==> src/rtl/base_prisplit_way.sv <==
// rtl/base_prisplit_way.sv - one-entry valid/ready holding register for a single output way
module base_prisplit_way #(
    parameter int width = 64
) (
    input  logic             clk,
    input  logic             reset_n,
    input  logic             load_i,
    input  logic [width-1:0] d_i,
    input  logic             rdy_i,
    output logic             full_o,
    output logic [width-1:0] data_o
);

    logic             full_q, full_d;
    logic [width-1:0] data_q, data_d;

    // Load wins over drain so a beat arriving while the old one leaves keeps the way busy.
    always_comb begin
        full_d = full_q;
        data_d = data_q;
        if (load_i) begin
            full_d = 1'b1;
            data_d = d_i;
        end else if (full_q && rdy_i) begin
            full_d = 1'b0;
        end
    end

    always_ff @(posedge clk or negedge reset_n) begin
        if (!reset_n) begin
            full_q <= 1'b0;
            data_q <= '0;
        end else begin
            full_q <= full_d;
            data_q <= data_d;
        end
    end

    assign full_o = full_q;
    assign data_o = data_q;

endmodule

==> src/rtl/base_prisplit.sv <==
// rtl/base_prisplit.sv - registered one-to-many steering of a tagged stream onto per-way outputs
module base_prisplit #(
    parameter  int ways  = 2,
    parameter  int width = 64,
    localparam int idw   = $clog2(ways)
) (
    input  logic                   clk,
    input  logic                   reset_n,
    input  logic                   i_v,
    output logic                   i_r,
    input  logic [width-1:0]       i_d,
    input  logic [idw-1:0]         i_dst,
    output logic [ways-1:0]        o_v,
    input  logic [ways-1:0]        o_r,
    output logic [ways*width-1:0]  o_d,
    output logic                   o_err,
    output logic [15:0]            o_drop_cnt
);

    localparam int cnt_w = 16;
    localparam int pad_w = 1 << idw;

    logic [pad_w-1:0] full_pad, rdy_pad;
    logic             in_range, accept, drop;
    logic             err_q, err_d;
    logic [cnt_w-1:0] cnt_q, cnt_d;

    // Pad to the full index range so an out-of-range i_dst never selects past the vector.
    always_comb begin
        full_pad = '0;
        rdy_pad  = '0;
        full_pad[ways-1:0] = o_v;
        rdy_pad[ways-1:0]  = o_r;
    end

    assign in_range = ({1'b0, i_dst} < (idw+1)'(ways));
    assign i_r      = reset_n & (~in_range | ~full_pad[i_dst] | rdy_pad[i_dst]);
    assign accept   = i_v & i_r;
    assign drop     = accept & ~in_range;

    for (genvar k = 0; k < ways; k++) begin : g_way
        base_prisplit_way #(.width(width)) u_way (
            .clk     (clk),
            .reset_n (reset_n),
            .load_i  (accept & in_range & (i_dst == idw'(k))),
            .d_i     (i_d),
            .rdy_i   (o_r[k]),
            .full_o  (o_v[k]),
            .data_o  (o_d[(ways-k)*width-1 -: width])
        );
    end

    always_comb begin
        err_d = drop;
        cnt_d = cnt_q;
        if (drop && (cnt_q != {cnt_w{1'b1}})) begin
            cnt_d = cnt_q + 16'd1;
        end
    end

    always_ff @(posedge clk or negedge reset_n) begin
        if (!reset_n) begin
            err_q <= 1'b0;
            cnt_q <= '0;
        end else begin
            err_q <= err_d;
            cnt_q <= cnt_d;
        end
    end

    assign o_err      = err_q;
    assign o_drop_cnt = cnt_q;

endmodule

==> config.mk <==
export PLATFORM = sky130hd
export DESIGN_NAME = base_prisplit
export DESIGN_NICKNAME = d
export VERILOG_FILES = /design/src/rtl/base_prisplit_way.sv /design/src/rtl/base_prisplit.sv
export SDC_FILE = /design/constraint.sdc
export NUM_CORES = 1
export LEC_CHECK = 0
export CAP_MARGIN = 20
export CORE_MARGIN = 4
export CORE_UTILIZATION = 39
export DETAILED_ROUTE_END_ITERATION = 8
export HOLD_SLACK_MARGIN = 0.06
export PLACE_DENSITY = 0.81
export RECOVER_POWER = 100
export SYNTH_ARGS = -nofsm -noshare
export SYNTH_HDL_FRONTEND = slang
export SYNTH_SLANG_ARGS = --single-unit
==> constraint.sdc <==
create_clock -name clk -period 1.4 [get_ports clk]
set_input_delay 0.28 -clock clk [delete_from_list [all_inputs] [get_ports clk]]
set_output_delay 0.28 -clock clk [all_outputs]
set_load 0.005 [all_outputs]
Yosys cells after proc, flatten, opt, wreduce, memory -nomap -nowiden
Cells that the tools add are included.
Widths: inputs -> output; s select.
{"block": "totals", "out_inout_bits": 148, "inputBits": 70, "wordCells": 24, "register_bits": 130}
{"block": "op_classes", "n_mux": 8, "order_cmp": 1, "n_bitwise": 7, "reduce_logical": 4}
{"operator": "$mux 1", "count": 8}
{"operator": "$and 1x1->1", "count": 4}
{"operator": "$reduce_bool 2->1", "count": 2}
{"operator": "$logic_and 1x1->1", "count": 2}
{"operator": "$lt 1x2->1 const B", "count": 1}
{"operator": "$not 1->1", "count": 2}
{"operator": "$or 1x1->1", "count": 1}

Depth between registers and ports, before layout
{"block": "logic_depth", "word_depth": 8, "mapped_depth": 5, "mapped_depth_nobuf": 3}

Cells and area by module
A second synthesis with hierarchy kept.
{"block": "unflattened", "cells_unflattened": 303, "area_unflattened_um2": 5410.2}
{"module": "base_prisplit_way", "instances": 2, "seq_area_each_um2": 1626.6, "area_per_inst_um2": 2615.0, "cells_each": 138}
{"module": "base_prisplit", "instances": 1, "seq_area_each_um2": 0.0, "area_per_inst_um2": 180.2, "cells_each": 27}

Worst setup path before layout
Ideal clock, no wire load.
{"block": "synth_path", "path_kind": "register -> register", "startpoint": "register g_way[0].u_way.full_q", "endpoint": "register g_way[0].u_way.data_q[0]", "path_stages_with_launch": 6, "setup_slack_ns": 0.005, "arrival_time_ns": 1.270, "synth_period_minus_slack_ns": 1.395, "setup_time_ns": 0.125, "path_buffers": 2, "path_cell_list": "dfrtp_1 nand2b_4 nor3b_2 buf_6 buf_12 mux2_4"}
{"block": "synth_between", "elab_chain_cells": 7}
{"element": "start: declaration", "line_no": "base_prisplit_way.sv:14", "text": "logic full_q, full_d;"}
{"element": "start signal: assignment", "line_no": "base_prisplit_way.sv:34", "text": "full_q <= full_d;"}
{"element": "$mux 1 (not written as such) (2 in series)", "line_no": "base_prisplit.sv:37", "text": "assign i_r = reset_n & (~in_range | ~full_pad[i_dst] | rdy_pad[i_dst]);"}
{"element": "$not 1->1", "line_no": "base_prisplit.sv:37"}
{"element": "$or 1x1->1", "line_no": "base_prisplit.sv:37"}
{"element": "$and 1x1->1", "line_no": "base_prisplit.sv:37"}
{"element": "$and 1x1->1", "line_no": "base_prisplit.sv:38", "text": "assign accept = i_v & i_r;"}
{"element": "$and 1x1->1", "line_no": "base_prisplit.sv:45", "text": ".load_i (accept & in_range & (i_dst == idw'(k))),"}
{"element": "end signal: assignment", "line_no": "base_prisplit_way.sv:35", "text": "data_q <= data_d;"}
{"element": "end: declaration", "line_no": "base_prisplit_way.sv:15", "text": "logic [width-1:0] data_q, data_d;"}
Every way passes these cells. The select of a mux whose other input is x is not followed.
A chain may end at the register's enable or synchronous reset.

Worst setup path in the final report
{"block": "layout_path", "startpoint": "register g_way[0].u_way.full_q", "endpoint": "register g_way[0].u_way.data_q[28]"}
Same word-level chain as after synthesis.

==> results.yml <==
cells_and_area:
  antenna_cells: 0
  drive_above_1_share: 0.3858
  areaGrowthSynthToFinish_pct: 55.02
  final_common_cell: "dfrtp_1"
  nets: 635
  fill_cells: 1106
  mostFrequentLayoutCells: "130 x dfrtp_1, 123 x dlygate4sd2_1, 113 x mux2_4, 67 x clkdlybuf4s50_1, 34 x buf_4"
routing:
  drc: 0
  viasPerCell: 4.467
  vias: 3386
  drt_iter0_drc: 94
  wl_per_cell_microns: 17.80
  drt_first_pass_iters: 4
  ant_nets: 0
  routed_wl_microns: 13490
run_status:
  status: "finished, violations left"
  violations: "negative setup slack"
logic_synthesis:
  synth-adder-area-share: 0
  synthSimpleGateAreaFrac: 0.009748
  synth-compound-area-share: 0.002720
  synth_top_family_by_area: "multiplexers"
  postSynthAreaPerCell_sq_um: 18.34
  syn_inst: 301
  ys.warnings.count: 0
  ys_seq_elements: 130
  syn_area_sq_um: 5519
  synthMuxAreaShare: 0.3353
  synthXorXnorAreaFrac: 0
  yosysUniqueCellTypes: 16
  ys_seq_area_frac: 0.5894
timing:
  drv_slew: 0
  finalClockSkew_ns: 0.007035
  final_hold_viol_count: 0
  setup_ws_ns: -0.1066
  maxSlewHeadroom: 0.4299
  fin_worst_hold_slack_ns: 0.3433
  finalCritPeriodShare: 1.076
  fmax_mhz: 663.7
  tightest_slew_ns: 0.8551
  timing.setup.tns_ns: -6.090
  rsz0062_at_grt: "yes"
  final.min_clock_period_ns: 1.507
  finalSetupViolCount: 127
run:
  cap_violations: 0
floorplan:
  die_h_microns: 127.0
  initial_core_util: 0.3976
  core_area_sq_um: 13880
  die-area_sq_um: 16120
  io_pins: 218
  row_count: 43
  die_w_microns: 127.0
cts:
  clk_pin_slew_ns: 0.06
  cts_buffer_depth: 2
  htree_levels: 4
  worstSkewPairLatency_ns: 0.40
  root_buffer: "clkbuf_16"
  clock_sinks: 130
  cts_tree: "done"
  cts-buffers-inserted: 17
setup_path:
  path_cells: "nand2b_2, nor3b_4, buf_12, buf_12, mux2_4"
  worst_ep_arrival_time_ns: 1.79
  critPathLaunchType: "flip-flop"
  crit_slowest_cell: "dfrtp_1"
  worstSetupPathType: "flip-flop to flip-flop"
  cp_max_fo: 15
  cp_slowest_stage_delay_ns: 0.39
  end_kind: "flip-flop"
  worstPathRequired_ns: 1.68
  crit_top_cell: "buf_12"
placement:
  routabilityCongestion: 0.7653
  hpwlAfterDp_microns: 9361
  port_buffers: 200
  pre_cts_ws_ns: -0.5086
global_route:
  use_met2: 0.2668
  grt_max_degree: 63
  busiest_layer: "met2"
  grt_use_met3: 0.06526
  grt_first_pass_wirelength_microns: 21300
  use_met1: 0.2157
  antenna_found_initial: 0
  grt_pass1_vias: 3874
  overflow: 0
  track_usage: 0.1677
power_and_ir_drop:
  ir_drop_mv: 0.8926
  leakagePower_uw: 0.004230
  power.density_nw_per_um2: 1452
hold_path:
  min_path_type: "primary input to flip-flop"
metal layers:
metal  routed length, microns  vias to the layer above  share of wire
met5                        0                        -              0
met4                      108                        0         0.0080
met3                     1013                       11          0.075
met2                     6520                      130           0.48
met1                     5850                     1690           0.43
li1                         -                     1555              -
stage by stage:
| step | cell area, sq um | util | instances | total power, uW |
|---|---|---|---|---|
| 2_1_floorplan | 5579 | - | 317 | 6339 |
| 5_1_grt | 8556 | 0.6164 | 758 | 13040 |
| 6_report | 8556 | 0.6164 | 758 | 12420 |
| 3_5_place_dp | 7767 | 0.5596 | 694 | 8516 |
| 4_1_cts | 8483 | 0.6111 | 754 | 12520 |
| 3_3_place_gp | 7767 | 0.5596 | 694 | 8433 |
critical path, delay by kind of cell, from the launching register on:
family | cells | cell delay, ns
buffers and inverters | 2 | 0.36
flip-flops | 1 | 0.39
multiplexers | 1 | 0.31
AND/OR/NAND/NOR | 2 | 0.30
what timing repair did:
item | CTS | global route
resized for setup | 155 | 12
gates cloned | 2 | 2
hold buffers | 1 | 0
setup buffers | 26 | 3
pin swaps | 1 | 0
hold endpoints to repair | 7 | 0
endpoints found under the setup margin | 243 | 137
state kept, by name (all words and copies together), names as in the netlist:
register and cells:
g_way.u_way.full_o 2, g_way.u_way.data_o 128
report_power, final:
part           switching, uW  internal (uW)
Combinational            981           2170
Clock                   1610           2660
Sequential               450           4550
Total                   3040           9380
synthesized netlist by cell type:
| cell | count | area share |
|---|---|---|
| nand2b_1 | 1 | 0.0011 |
| nand2_1 | 2 | 0.0014 |
| nand4_1 | 1 | 0.0011 |
| nor3b_2 | 1 | 0.0023 |
| buf_6 | 6 | 0.012 |
| conb_1 | 1 | 0.00068 |
| buf_12 | 6 | 0.022 |
| o21ai_0 | 1 | 0.00091 |
| mux2_4 | 109 | 0.30 |
| o211a_1 | 1 | 0.0018 |
| buf_4 | 20 | 0.027 |
| dfrtp_1 | 130 | 0.59 |
| mux2_2 | 19 | 0.039 |
| nand3b_1 | 1 | 0.0014 |
| buf_2 | 1 | 0.00091 |
| nand2b_4 | 1 | 0.0025 |
kinds of logic after synthesis:
kind of cell    Yosys count
other cells               1
buf+inv                  33
simple gates              7
mux                     128
flops                   130
compound gates            2
final cells by class:
type | count | area [sq um] | area share
clock inverters | 13 | 136.4 | 0.01594
repair buffers | 262 | 2499 | 0.2920
multi-input cells | 154 | 1999 | 0.2337
flip-flops and latches | 130 | 3253 | 0.3802
clock buffers | 19 | 442.9 | 0.05177
well taps | 180 | 225.2 | 0.02632
worst paths after layout:
| check | from | to | slack (ns) | depth (start not counted) |
|---|---|---|---|---|
| worst min register to register | g_way[1].u_way.data_o[4]$_DFFE_PN0P_ | g_way[1].u_way.data_o[4]$_DFFE_PN0P_ | 0.50 | 1 |
| worst max register to register | g_way[0].u_way.full_o$_DFFE_PN0P_ | g_way[0].u_way.data_o[28]$_DFFE_PN0P_ | -0.11 | 5 |
| worst max-delay path | g_way[0].u_way.full_o$_DFFE_PN0P_ | g_way[0].u_way.data_o[28]$_DFFE_PN0P_ | -0.11 | 5 |
| max in group asynchronous | reset_n | g_way[1].u_way.data_o[3]$_DFFE_PN0P_ | 0.35 | 4 |
| worst min-delay path | reset_n | g_way[0].u_way.full_o$_DFFE_PN0P_ | 0.34 | 3 |
| min in group asynchronous | reset_n | g_way[0].u_way.data_o[49]$_DFFE_PN0P_ | 0.48 | 3 |
No activity file was read; power rests on OpenSTA's default activity.
